## src/rtl/id_ex_register.sv

```systemverilog
// ID/EX pipeline register with load-use hazard detection, flush/hold handling
// and a saturating count of inserted bubbles.
module id_ex_register (
  input  logic        clk,
  input  logic        rst_n,
  input  logic        hold,
  input  logic        flush,
  input  logic        IF_ID_valid,
  input  logic [31:0] IF_ID_pc,
  input  logic [31:0] IF_ID_rs1_data,
  input  logic [31:0] IF_ID_rs2_data,
  input  logic [31:0] IF_ID_imm,
  input  logic [4:0]  IF_ID_RegisterRs1,
  input  logic [4:0]  IF_ID_RegisterRs2,
  input  logic [4:0]  IF_ID_RegisterRd,
  input  logic        RegWrite,
  input  logic        MemRead,
  input  logic        MemWrite,
  input  logic        MemtoReg,
  input  logic        ALUSrc,
  input  logic        Branch,
  input  logic [1:0]  ALUOp,
  output logic        ID_EX_valid,
  output logic [31:0] ID_EX_pc,
  output logic [31:0] ID_EX_rs1_data,
  output logic [31:0] ID_EX_rs2_data,
  output logic [31:0] ID_EX_imm,
  output logic [4:0]  ID_EX_RegisterRs1,
  output logic [4:0]  ID_EX_RegisterRs2,
  output logic [4:0]  ID_EX_RegisterRd,
  output logic        ID_EX_RegWrite,
  output logic        ID_EX_MemRead,
  output logic        ID_EX_MemWrite,
  output logic        ID_EX_MemtoReg,
  output logic        ID_EX_ALUSrc,
  output logic        ID_EX_Branch,
  output logic [1:0]  ID_EX_ALUOp,
  output logic        stall_o,
  output logic [15:0] bubble_cnt
);

  typedef struct packed {
    logic       reg_write;
    logic       mem_read;
    logic       mem_write;
    logic       mem_to_reg;
    logic       alu_src;
    logic       branch;
    logic [1:0] alu_op;
  } ctrl_t;

  ctrl_t       ctrl_in;
  ctrl_t       ctrl_q, ctrl_d;
  logic        valid_q, valid_d;
  logic [31:0] pc_q, pc_d;
  logic [31:0] rs1_data_q, rs1_data_d;
  logic [31:0] rs2_data_q, rs2_data_d;
  logic [31:0] imm_q, imm_d;
  logic [4:0]  rs1_q, rs1_d;
  logic [4:0]  rs2_q, rs2_d;
  logic [4:0]  rd_q, rd_d;
  logic [15:0] cnt_q, cnt_d;
  logic        load_use;

  assign ctrl_in = '{reg_write:  RegWrite,
                     mem_read:   MemRead,
                     mem_write:  MemWrite,
                     mem_to_reg: MemtoReg,
                     alu_src:    ALUSrc,
                     branch:     Branch,
                     alu_op:     ALUOp};

  // A load in EX whose destination is read by the instruction in decode.
  assign load_use = valid_q && ctrl_q.mem_read && (rd_q != 5'd0) &&
                    ((rd_q == IF_ID_RegisterRs1) || (rd_q == IF_ID_RegisterRs2));

  // Hold freezes everything and flush squashes the dependent anyway, so neither stalls.
  assign stall_o = load_use && !hold && !flush;

  always_comb begin
    valid_d    = valid_q;
    ctrl_d     = ctrl_q;
    pc_d       = pc_q;
    rs1_data_d = rs1_data_q;
    rs2_data_d = rs2_data_q;
    imm_d      = imm_q;
    rs1_d      = rs1_q;
    rs2_d      = rs2_q;
    rd_d       = rd_q;
    cnt_d      = cnt_q;
    if (hold) begin
      // retain current contents
    end else if (flush || load_use) begin
      // data/pc fields keep their old contents inside a bubble
      valid_d = 1'b0;
      ctrl_d  = '0;
      rs1_d   = 5'd0;
      rs2_d   = 5'd0;
      rd_d    = 5'd0;
      if (cnt_q != 16'hFFFF) begin
        cnt_d = cnt_q + 16'd1;
      end
    end else begin
      valid_d    = IF_ID_valid;
      ctrl_d     = IF_ID_valid ? ctrl_in : '0;
      pc_d       = IF_ID_pc;
      rs1_data_d = IF_ID_rs1_data;
      rs2_data_d = IF_ID_rs2_data;
      imm_d      = IF_ID_imm;
      rs1_d      = IF_ID_RegisterRs1;
      rs2_d      = IF_ID_RegisterRs2;
      rd_d       = IF_ID_valid ? IF_ID_RegisterRd : 5'd0;
    end
  end

  always_ff @(posedge clk) begin
    if (!rst_n) begin
      valid_q    <= 1'b0;
      ctrl_q     <= '0;
      pc_q       <= '0;
      rs1_data_q <= '0;
      rs2_data_q <= '0;
      imm_q      <= '0;
      rs1_q      <= '0;
      rs2_q      <= '0;
      rd_q       <= '0;
      cnt_q      <= '0;
    end else begin
      valid_q    <= valid_d;
      ctrl_q     <= ctrl_d;
      pc_q       <= pc_d;
      rs1_data_q <= rs1_data_d;
      rs2_data_q <= rs2_data_d;
      imm_q      <= imm_d;
      rs1_q      <= rs1_d;
      rs2_q      <= rs2_d;
      rd_q       <= rd_d;
      cnt_q      <= cnt_d;
    end
  end

  assign ID_EX_valid       = valid_q;
  assign ID_EX_pc          = pc_q;
  assign ID_EX_rs1_data    = rs1_data_q;
  assign ID_EX_rs2_data    = rs2_data_q;
  assign ID_EX_imm         = imm_q;
  assign ID_EX_RegisterRs1 = rs1_q;
  assign ID_EX_RegisterRs2 = rs2_q;
  assign ID_EX_RegisterRd  = rd_q;
  assign ID_EX_RegWrite    = ctrl_q.reg_write;
  assign ID_EX_MemRead     = ctrl_q.mem_read;
  assign ID_EX_MemWrite    = ctrl_q.mem_write;
  assign ID_EX_MemtoReg    = ctrl_q.mem_to_reg;
  assign ID_EX_ALUSrc      = ctrl_q.alu_src;
  assign ID_EX_Branch      = ctrl_q.branch;
  assign ID_EX_ALUOp       = ctrl_q.alu_op;
  assign bubble_cnt        = cnt_q;

endmodule

```

## config.mk

```make
export PLATFORM = sky130hd
export DESIGN_NAME = id_ex_register
export DESIGN_NICKNAME = d
export VERILOG_FILES = /design/src/rtl/id_ex_register.sv
export SDC_FILE = /design/constraint.sdc
export NUM_CORES = 1
export LEC_CHECK = 0
export ABC_AREA = 1
export BUFFER_PORTS_ARGS = -buffer_cell sky130_fd_sc_hd__buf_2
export CORE_ASPECT_RATIO = 0.5
export CORE_UTILIZATION = 40
export DETAILED_ROUTE_END_ITERATION = 8
export PLACE_DENSITY_LB_ADDON = 0.08
export SLEW_MARGIN = 15
export SYNTH_ARGS = -nofsm -noshare
export SYNTH_HDL_FRONTEND = slang
export SYNTH_SLANG_ARGS = --single-unit
export TNS_END_PERCENT = 10
```

## constraint.sdc

```tcl
create_clock -name clk -period 2.2 [get_ports clk]
set_clock_uncertainty 0.15 [all_clocks]
set_input_delay 0.22 -clock clk [delete_from_list [all_inputs] [get_ports clk]]
set_output_delay 0.22 -clock clk [all_outputs]
set_load 0.02 [all_outputs]
```

==> results of run 1 <==
final cells by class:
| type | instances | area share |
|---|---|---|
| sequential | 168 | 0.325 |
| timing repair buffer | 485 | 0.316 |
| multi-input combinational | 611 | 0.257 |
| clock buffer | 17 | 0.0410 |
| tap | 221 | 0.0267 |
| clock inverter | 15 | 0.0183 |
| inverter | 44 | 0.0164 |
how the worst max path moves through the flow:
stage / from / end / slack, ns
finish: ID_EX_RegisterRd[4]$_SDFFE_PN0N_ / stall_o / 0.09
global route: IF_ID_RegisterRs2[1] / stall_o / -0.02
CTS: ID_EX_RegisterRd[1]$_SDFFE_PN0N_ / stall_o / 0.03
detailed placement: ID_EX_RegisterRd[1]$_SDFFE_PN0N_ / ID_EX_rs2_data[12]$_SDFFE_PN0P_ / 0.20
global placement: ID_EX_RegisterRd[1]$_SDFFE_PN0N_ / ID_EX_rs1_data[2]$_SDFFE_PN0P_ / 0.25
floorplan: bubble_cnt[1]$_SDFFE_PN0P_ / bubble_cnt[10]$_SDFFE_PN0P_ / 0.30
placed cells by master, fill, tap and decap left out, drive strengths merged:
cell type    instances
a21oi               24
buf                334
bufinv               3
clkbuf              17
clkinv               4
clkinvlp             2
dfxtp              168
dlygate4sd3        151
ha                   1
inv                 50
nand2              104
nand3               28
nand3b               1
nand4               11
nor2               300
nor3                 3
o21ai              130
xnor2                3
xor2                 6
layer usage:
| layer | part of all wire | global-route usage |
|---|---|---|
| met5 | 0 | 0 |
| met4 | 0.029 | 0.107 |
| met3 | 0.069 | 0.0798 |
| met2 | 0.50 | 0.445 |
| met1 | 0.41 | 0.278 |
state kept, by name, indices dropped and copies added, names as in the netlist:
| name | cells |
|---|---|
| ID_EX_valid | 1 |
| ID_EX_MemtoReg | 1 |
| ID_EX_rs2_data | 32 |
| ID_EX_rs1_data | 32 |
| ID_EX_MemRead | 1 |
| ID_EX_MemWrite | 1 |
| ID_EX_ALUSrc | 1 |
| ID_EX_RegisterRs2 | 5 |
| ID_EX_pc | 32 |
| ID_EX_ALUOp | 2 |
| ID_EX_RegisterRs1 | 5 |
| ID_EX_RegisterRd | 5 |
| bubble_cnt | 16 |
| ID_EX_RegWrite | 1 |
| ID_EX_Branch | 1 |
| ID_EX_imm | 32 |
kinds of logic after synthesis:
logic type,Yosys count
AO/OA/AOI/OAI,154
XOR/XNOR,9
flip-flops,168
adder cells (fa/ha/maj),1
AND/OR/NAND/NOR,447
buffers and inverters,99
tightest hold or removal path, stage by stage:
cell and delay, ns:
sky130_fd_sc_hd__buf_2 0.19, sky130_fd_sc_hd__nand2_1 0.10, sky130_fd_sc_hd__a21oi_1 0.05
power groups by stage:
| stage | clock (mW) | sequential [mW] | combinational, mW |
|---|---|---|---|
| 6_report | 3.14 | 3.32 | 1.28 |
| 5_1_grt | 3.35 | 3.34 | 1.41 |
| 4_1_cts | 3.21 | 3.32 | 1.27 |
| 3_5_place_dp | 0 | 3.39 | 1.06 |
| 3_3_place_gp | 0 | 3.38 | 1.05 |
| 2_1_floorplan | 0 | 3.60 | 0.436 |
metrics by stage:
stage	setup TNS, ns	area [µm²]	utilization
finish	0	10400	0.659
global route	-0.0363	10400	0.659
CTS	0	10400	0.658
detailed placement	0	8230	0.523
global placement	0	8230	0.523
floorplan	0	6580	-
repair_timing:
action / 4_1_cts / 5_1_grt
gates resized for setup: 0 / 4
setup endpoints to repair: 0 / 28
hold buffers: 151 / 0
endpoints found under the hold margin: 151 / 0
==> impl_table.tex, run 1 <==
\begin{tabular}{lr}
\hline
Metric & Value \\
\hline
\multicolumn{2}{l}{\textbf{Status}} \\
\quad Result of the run & complete, no violations \\
\multicolumn{2}{l}{\textbf{Pwr}} \\
\quad Fraction of power consumed by sequential logic & 0.429 \\
\quad Internal power & 5.61 mW \\
\quad Switching share of power & 0.276 \\
\quad VDD IR-drop max & 0.545 mV \\
\quad Clk pwr share & 0.406 \\
\quad Reported net switching power & 2.13 mW \\
\quad Power density cells & 747 nW/µm² \\
\quad Leak pwr & 5.04 nW \\
\quad Total power draw & 7.74 mW \\
\quad Part of the power in combinational logic & 0.165 \\
\multicolumn{2}{l}{\textbf{Routing}} \\
\quad Via density per instance & 4.65 \\
\quad Final antenna-violating net count & 0 \\
\quad Violation count after the first detailed-route iteration & 402 \\
\quad Total wire length & 21200 µm \\
\quad Number of remaining DRC errors & 0 \\
\quad Number of detailed-routing iterations run before antenna repair & 5 \\
\quad Number of vias after detailed routing & 7262 \\
\quad Routed length per instance & 13.6 µm \\
\multicolumn{2}{l}{\textbf{Cells and area}} \\
\quad Number of antenna repair diodes & 0 \\
\quad Layout filler cell count & 1392 \\
\quad Combined flip-flop and latch cell area & 3360 µm² \\
\quad Proportion of layout cells with a drive suffix above 1 & 0.283 \\
\quad Area of combinational cells with multiple inputs & 2660 µm² \\
\quad Area added between synthesis and finish & 57.6\% \\
\quad Final Instance Count excl. Fillers & 1561 \\
\quad Net total in the final layout & 1484 \\
\multicolumn{2}{l}{\textbf{Setup path}} \\
\quad Worst setup path category & flip-flop to output pin \\
\quad Max stage delay cell, worst path & sky130\_fd\_sc\_hd\_\_dfxtp\_1 \\
\quad Kind of cell with the highest combined delay on the critical path & simple AND/OR/NAND/NOR gates \\
\quad Critical path's largest stage delay & 0.45 ns \\
\quad Most common cell type on the critical path & sky130\_fd\_sc\_hd\_\_nand2\_1 \\
\quad Cell-by-cell trace of the critical path & inv\_2, nand2\_1, nand2\_1, nor2\_1, nand3\_1, nand2\_2, nand2\_4, nor3\_2, buf\_2 \\
\quad CP bufs+invs & 2 \\
\quad Startpoint of the most critical register-to-register path & ID\_EX\_RegisterRd[4]\$\_SDFFE\_PN0N\_ \\
\quad Worst r2r path cells & 11 \\
\quad Worst Path Arrival & 1.74 ns \\
\quad Element type at the critical path start & flip-flop \\
\quad Required time of the critical path & 1.83 ns \\
\quad Flop-to-flop setup slack & 0.18 ns \\
\quad Kind of end point of the critical path & output pin \\
\quad Number of gates on the worst path with buffers counted & 9 \\
\quad Maximum net fanout on the critical path & 6 \\
\quad R2R Path End & ID\_EX\_ALUOp[1]\$\_SDFFE\_PN0N\_ \\
\multicolumn{2}{l}{\textbf{Synth}} \\
\quad Simple-Gate Fraction of Synth Area & 0.273 \\
\quad Syn Nets & 1035 \\
\quad Area share of xor/xnor cells in the synthesized design & 0.0120 \\
\quad Number of warnings printed during yosys synthesis & 0 \\
\quad Cell area after synthesis & 6580 µm² \\
\quad Flip-flop and latch count after synthesis & 168 \\
\quad Post-synth EDFFs & 0 \\
\quad Most instantiated cells after synthesis & 299 x sky130\_fd\_sc\_hd\_\_nor2\_1, 168 x sky130\_fd\_sc\_hd\_\_dfxtp\_1, 100 x sky130\_fd\_sc\_hd\_\_nand2\_1, 72 x sky130\_fd\_sc\_hd\_\_o21ai\_1, 58 x sky130\_fd\_sc\_hd\_\_o21ai\_0 \\
\quad Area share of the leading cell type in the synthesized netlist & 0.511 \\
\quad Dominant cell type by area after synthesis & sky130\_fd\_sc\_hd\_\_dfxtp\_1 \\
\quad Cells after synthesis & 878 \\
\quad Dominant combinational cell family by area after synthesis & simple AND/OR/NAND/NOR gates \\
\quad Sequential cell area fraction in the yosys report & 0.511 \\
\quad Synth area leaders & sky130\_fd\_sc\_hd\_\_dfxtp\_1 51\%, sky130\_fd\_sc\_hd\_\_nor2\_1 17\%, sky130\_fd\_sc\_hd\_\_nand2\_1 5.7\% \\
\quad Cell with the most instances after synthesis & sky130\_fd\_sc\_hd\_\_nor2\_1 \\
\quad Fraction of the mapped netlist area in compound gates & 0.117 \\
\quad Average footprint of a synthesized cell & 7.49 µm² \\
\quad Commonest register cell after synthesis & sky130\_fd\_sc\_hd\_\_dfxtp\_1 \\
\quad Proportion of synthesized area in mux cells & 0 \\
\quad Share of synthesized cell area in full adder, half adder and majority cells & 0.00190 \\
\quad Asr flop ratio synth & 0 \\
\quad Library cells used by synthesis & 26 \\
\multicolumn{2}{l}{\textbf{Floorplan}} \\
\quad Number of cell rows & 32 \\
\quad Overall die height & 92.7 µm \\
\quad Effective utilization at floorplan & 0.418 \\
\quad Core Box Area & 15700 µm² \\
\quad Number of top-level pins & 325 \\
\quad Die ar. & 17000 µm² \\
\quad Chip Width & 183 µm \\
\multicolumn{2}{l}{\textbf{STA}} \\
\quad Crit path time final & 2.11 ns \\
\quad Final-layout worst hold slack & 0.0476 ns \\
\quad Transition time at the pin with the least slew margin & 0.785 ns \\
\quad Final cycle utilization of the critical path & 0.961 \\
\quad Worst-case headroom to the max-slew limit & 0.474 \\
\quad Final critical-path setup slack & 0.0853 ns \\
\quad Setup violators final & 0 \\
\quad Highest Clock Rate & 473 MHz \\
\quad Max Transition Viols Final & 0 \\
\quad Endpoints failing hold & 0 \\
\multicolumn{2}{l}{\textbf{Clock network}} \\
\quad Root Driver & sky130\_fd\_sc\_hd\_\_clkbuf\_16 \\
\quad \# H-tree levels & 4 \\
\quad TritonCTS clock tree & yes \\
\quad Clock latency on the worst-skew pair & 0.42 ns \\
\quad CTS buffer count & 17 \\
\quad Count of buffers added by post-CTS timing repair for setup & 0 \\
\quad Clock transition at path regs & 0.07 ns \\
\quad Count of clock tree sinks & 168 \\
\quad Clock tree buffer depth & 2 \\
\multicolumn{2}{l}{\textbf{Global routing}} \\
\quad Leftover overflow at the end of global routing & 0 \\
\quad Largest net degree at the start of global routing & 113 \\
\quad Initial antenna violation count & 0 \\
\quad Global Route Usage Sum & 0.251 \\
\quad Wire length of the first global-routing pass & 34100 µm \\
\quad Number of global-route vias before repair & 7125 \\
\multicolumn{2}{l}{\textbf{Hold path}} \\
\quad Worst-case hold path end point & ID\_EX\_valid\$\_SDFFE\_PN0N\_ \\
\quad Hold path startpoint & IF\_ID\_valid \\
\quad Hold-critical path depth & 3 \\
\quad Hold Path Class & primary input to flip-flop \\
\multicolumn{2}{l}{\textbf{Placement}} \\
\quad Worst setup slack before clock tree synthesis & 0.199 ns \\
\quad Routability cong. & 0.800 \\
\quad IO Port Bufs & 324 \\
\quad Placed cell count & 1378 \\
\quad Detail Placement HPWL & 13600 µm \\
\multicolumn{2}{l}{\textbf{Job}} \\
\quad Max Cap Viol & 0 \\
\hline
\end{tabular}
(Power assumes the default switching activity.)
==> run 2: changes to the inputs <==
- BUFFER_PORTS_ARGS: -buffer_cell sky130_fd_sc_hd__buf_2 -> -buffer_cell sky130_fd_sc_hd__buf_4
- CTS_BUF_LIST: default -> sky130_fd_sc_hd__clkbuf_16
==> impl_table.tex, run 2 (synthesized netlist as in run 1, its figures left out) <==
\begin{tabular}{lr}
\hline
Metric & Value \\
\hline
\multicolumn{2}{l}{\textbf{Routing}} \\
\quad Total wire length & 21700 µm (was 21200 µm) \\
\quad Number of detailed-routing iterations run before antenna repair & 4 (was 5) \\
\quad Via density per instance & 4.67 (was 4.65) \\
\quad Number of remaining DRC errors & 0 (unchanged) \\
\quad Routed length per instance & 13.9 µm (was 13.6 µm) \\
\quad Final antenna-violating net count & 0 (unchanged) \\
\quad Violation count after the first detailed-route iteration & 383 (was 402) \\
\quad Number of vias after detailed routing & 7292 (was 7262) \\
\multicolumn{2}{l}{\textbf{Cells and area}} \\
\quad Most common cell after layout, fill and taps aside & sky130\_fd\_sc\_hd\_\_buf\_4 (was sky130\_fd\_sc\_hd\_\_buf\_2) \\
\quad Top library cells by usage in the layout, fill and taps aside & 327 x sky130\_fd\_sc\_hd\_\_buf\_4, 299 x sky130\_fd\_sc\_hd\_\_nor2\_1, 165 x sky130\_fd\_sc\_hd\_\_dfxtp\_1 (was 323 x sky130\_fd\_sc\_hd\_\_buf\_2, 299 x sky130\_fd\_sc\_hd\_\_nor2\_1, 167 x sky130\_fd\_sc\_hd\_\_dfxtp\_1) \\
\quad Area added between synthesis and finish & 69.7\% (was 57.6\%) \\
\quad Net total in the final layout & 1484 (unchanged) \\
\quad Area of combinational cells with multiple inputs & 2670 µm² (was 2660 µm²) \\
\quad Combined flip-flop and latch cell area & 3370 µm² (was 3360 µm²) \\
\quad Layout filler cell count & 1225 (was 1392) \\
\quad Number of antenna repair diodes & 0 (unchanged) \\
\quad Proportion of layout cells with a drive suffix above 1 & 0.282 (was 0.283) \\
\quad Layout Utilization & 0.709 (was 0.659) \\
\multicolumn{2}{l}{\textbf{Clock network}} \\
\quad Root Driver & sky130\_fd\_sc\_hd\_\_clkbuf\_16 (unchanged) \\
\quad \# H-tree levels & 4 (unchanged) \\
\quad Clock latency on the worst-skew pair & 0.41 ns (was 0.42 ns) \\
\quad Clock transition at path regs & 0.07 ns (about the same) \\
\quad Count of clock tree sinks & 168 (unchanged) \\
\quad Clock tree buffer depth & 2 (unchanged) \\
\quad TritonCTS clock tree & yes (unchanged) \\
\quad CTS buffer count & 17 (unchanged) \\
\multicolumn{2}{l}{\textbf{STA}} \\
\quad Worst-case headroom to the max-slew limit & 0.485 (was 0.474) \\
\quad Setup violators final & 0 (unchanged) \\
\quad Setup TNS & 0 ns (unchanged) \\
\quad Unrepaired setup endpoints after global routing & true \\
\quad Final cycle utilization of the critical path & 0.947 (was 0.961) \\
\quad Max Transition Viols Final & 0 (unchanged) \\
\quad Transition time at the pin with the least slew margin & 0.768 ns (was 0.785 ns) \\
\quad Highest Clock Rate & 480 MHz (was 473 MHz) \\
\quad Final critical-path setup slack & 0.117 ns (was 0.0853 ns) \\
\quad Final-layout worst hold slack & 0.0470 ns (was 0.0476 ns) \\
\quad Endpoints failing hold & 0 (unchanged) \\
\quad Crit path time final & 2.08 ns (was 2.11 ns) \\
\multicolumn{2}{l}{\textbf{Floorplan}} \\
\quad Effective utilization at floorplan & 0.418 (unchanged) \\
\quad Die ar. & 17000 µm² (unchanged) \\
\quad Number of cell rows & 32 (unchanged) \\
\quad Chip Width & 183 µm (unchanged) \\
\quad Core Box Area & 15700 µm² (unchanged) \\
\quad Number of top-level pins & 325 (unchanged) \\
\quad Overall die height & 92.7 µm (unchanged) \\
\multicolumn{2}{l}{\textbf{Pwr}} \\
\quad Total power draw & 7.93 mW (was 7.74 mW) \\
\quad Reported net switching power & 2.15 mW (was 2.13 mW) \\
\quad VDD IR-drop max & 0.648 mV (was 0.545 mV) \\
\quad Fraction of power consumed by sequential logic & 0.420 (was 0.429) \\
\quad Power density cells & 710 nW/µm² (was 747 nW/µm²) \\
\quad Internal power & 5.77 mW (was 5.61 mW) \\
\quad Switching share of power & 0.272 (was 0.276) \\
\quad Clk pwr share & 0.396 (was 0.406) \\
\quad Leak pwr & 5.19 nW (was 5.04 nW) \\
\quad Part of the power in combinational logic & 0.184 (was 0.165) \\
\multicolumn{2}{l}{\textbf{Global routing}} \\
\quad Leftover overflow at the end of global routing & 0 (unchanged) \\
\quad Global Route Usage Sum & 0.254 (was 0.251) \\
\quad Number of global-route vias before repair & 7226 (was 7125) \\
\quad Largest net degree at the start of global routing & 97 (was 113) \\
\quad Wire length of the first global-routing pass & 34200 µm (was 34100 µm) \\
\quad Initial antenna violation count & 0 (unchanged) \\
\multicolumn{2}{l}{\textbf{Setup path}} \\
\quad Required time of the critical path & 1.83 ns (about the same) \\
\quad Worst Path Arrival & 1.71 ns (was 1.74 ns) \\
\quad Flop-to-flop setup slack & 0.18 ns (about the same) \\
\quad Most common cell type on the critical path & sky130\_fd\_sc\_hd\_\_nand2\_1 (unchanged) \\
\quad Kind of end point of the critical path & output pin (unchanged) \\
\quad Maximum net fanout on the critical path & 5 (was 6) \\
\quad Worst r2r path cells & 11 (unchanged) \\
\quad R2R Path End & bubble\_cnt[14]\$\_SDFFE\_PN0P\_ (was ID\_EX\_ALUOp[1]\$\_SDFFE\_PN0N\_) \\
\quad Max stage delay cell, worst path & sky130\_fd\_sc\_hd\_\_dfxtp\_1 (unchanged) \\
\quad Critical path's largest stage delay & 0.44 ns (was 0.45 ns) \\
\quad CP bufs+invs & 2 (unchanged) \\
\quad Cell-by-cell trace of the critical path & inv\_2, nand2\_1, nand2\_1, nor2\_1, nand3\_1, nand2\_2, nand2\_4, nor3\_1, buf\_4 (was inv\_2, nand2\_1, nand2\_1, nor2\_1, nand3\_1, nand2\_2, nand2\_4, nor3\_2, buf\_2) \\
\quad Kind of cell with the highest combined delay on the critical path & simple AND/OR/NAND/NOR gates (unchanged) \\
\quad Startpoint of the most critical register-to-register path & bubble\_cnt[0]\$\_SDFFE\_PN0P\_ (was ID\_EX\_RegisterRd[4]\$\_SDFFE\_PN0N\_) \\
\quad Worst setup path category & flip-flop to output pin (unchanged) \\
\quad Element type at the critical path start & flip-flop (unchanged) \\
\multicolumn{2}{l}{\textbf{Status}} \\
\quad Result of the run & complete, no violations (unchanged) \\
\multicolumn{2}{l}{\textbf{Hold path}} \\
\quad Hold Path Class & primary input to flip-flop (unchanged) \\
\quad Hold path startpoint & hold (was IF\_ID\_valid) \\
\quad Hold-critical path depth & 3 (unchanged) \\
\quad Worst-case hold path end point & ID\_EX\_RegisterRs2[3]\$\_SDFFE\_PN0N\_ (was ID\_EX\_valid\$\_SDFFE\_PN0N\_) \\
\multicolumn{2}{l}{\textbf{Placement}} \\
\quad IO Port Bufs & 324 (unchanged) \\
\quad Routability cong. & 0.784 (was 0.800) \\
\quad Worst setup slack before clock tree synthesis & 0.159 ns (was 0.199 ns) \\
\quad Detail Placement HPWL & 14000 µm (was 13600 µm) \\
\multicolumn{2}{l}{\textbf{Job}} \\
\quad Max Cap Viol & 0 (unchanged) \\
\hline
\end{tabular}
run 2: cell types whose count changed in the layout (fill, tap and decap cells not counted), sizes merged:
| cell | previous run | this run |
|---|---|---|
| dlygate4sd3 | 151 | 152 |
| buf | 334 | 333 |
run 2: power by group through the flow:
stage,Sequential [mW],Clock (mW),Combinational [mW]
2_1_floorplan,3.60,0,0.436
3_3_place_gp,3.39,0,1.21
3_5_place_dp,3.39,0,1.22
4_1_cts,3.33,3.20,1.45
5_1_grt,3.35,3.34,1.58
6_report,3.33,3.14,1.46
run 2: timing repair:
item	4_1_cts	5_1_grt
endpoints found under the hold margin	152	0
setup endpoints to repair	0	73
resized for setup	0	7
setup buffers	0	0
hold buffers	152	0
run 2: stage by stage:
step	cells	cell area, µm²
floorplan	878	6580
global placement	1377	9000
detailed placement	1377	9000
CTS	1561	11100
global route	1561	11200
finish	1561	11200
run 2: final cells by class:
cell class                      instances  share of cell area
Timing Repair Buffer                  485               0.365
Clock inverter                         15              0.0169
Clock buffer                           17              0.0381
Inverter                               44              0.0150
Sequential cell                       168               0.302
Tap cell                              221              0.0248
Multi-Input combinational cell        611               0.239
run 2: how the worst max path moves through the flow:
stage                                                 from                               to  slack, ns  depth (start not counted)
after detailed placement  ID_EX_RegisterRd[4]$_SDFFE_PN0N_  ID_EX_rs2_data[26]$_SDFFE_PN0P_       0.16                         11
after global placement    ID_EX_RegisterRd[4]$_SDFFE_PN0N_  ID_EX_rs1_data[15]$_SDFFE_PN0P_       0.21                         11
after CTS                 ID_EX_RegisterRd[4]$_SDFFE_PN0N_                          stall_o       0.08                          9
after floorplan                 bubble_cnt[1]$_SDFFE_PN0P_      bubble_cnt[10]$_SDFFE_PN0P_       0.30                          9
after global routing            bubble_cnt[1]$_SDFFE_PN0P_      bubble_cnt[14]$_SDFFE_PN0P_     -0.008                         11
final                     ID_EX_RegisterRd[1]$_SDFFE_PN0N_                          stall_o       0.12                          9
run 2: worst register-to-register path: stages, from the launching register on:
cell	delay, ns
sky130_fd_sc_hd__dfxtp_1	0.38
sky130_fd_sc_hd__ha_1	0.20
sky130_fd_sc_hd__nand2_1	0.09
sky130_fd_sc_hd__nor2_2	0.25
sky130_fd_sc_hd__nand2_1	0.17
sky130_fd_sc_hd__nor3_1	0.17
sky130_fd_sc_hd__nand2_1	0.11
sky130_fd_sc_hd__nor2_1	0.14
sky130_fd_sc_hd__nand3_1	0.09
sky130_fd_sc_hd__nand2_1	0.09
sky130_fd_sc_hd__inv_1	0.04
sky130_fd_sc_hd__nor2_1	0.08
run 2: metal layers:
metal | wire length [µm] | GRT usage
met1 | 8450 | 0.272
met2 | 11100 | 0.466
met5 | 0 | 0
met4 | 654 | 0.110
met3 | 1440 | 0.0763
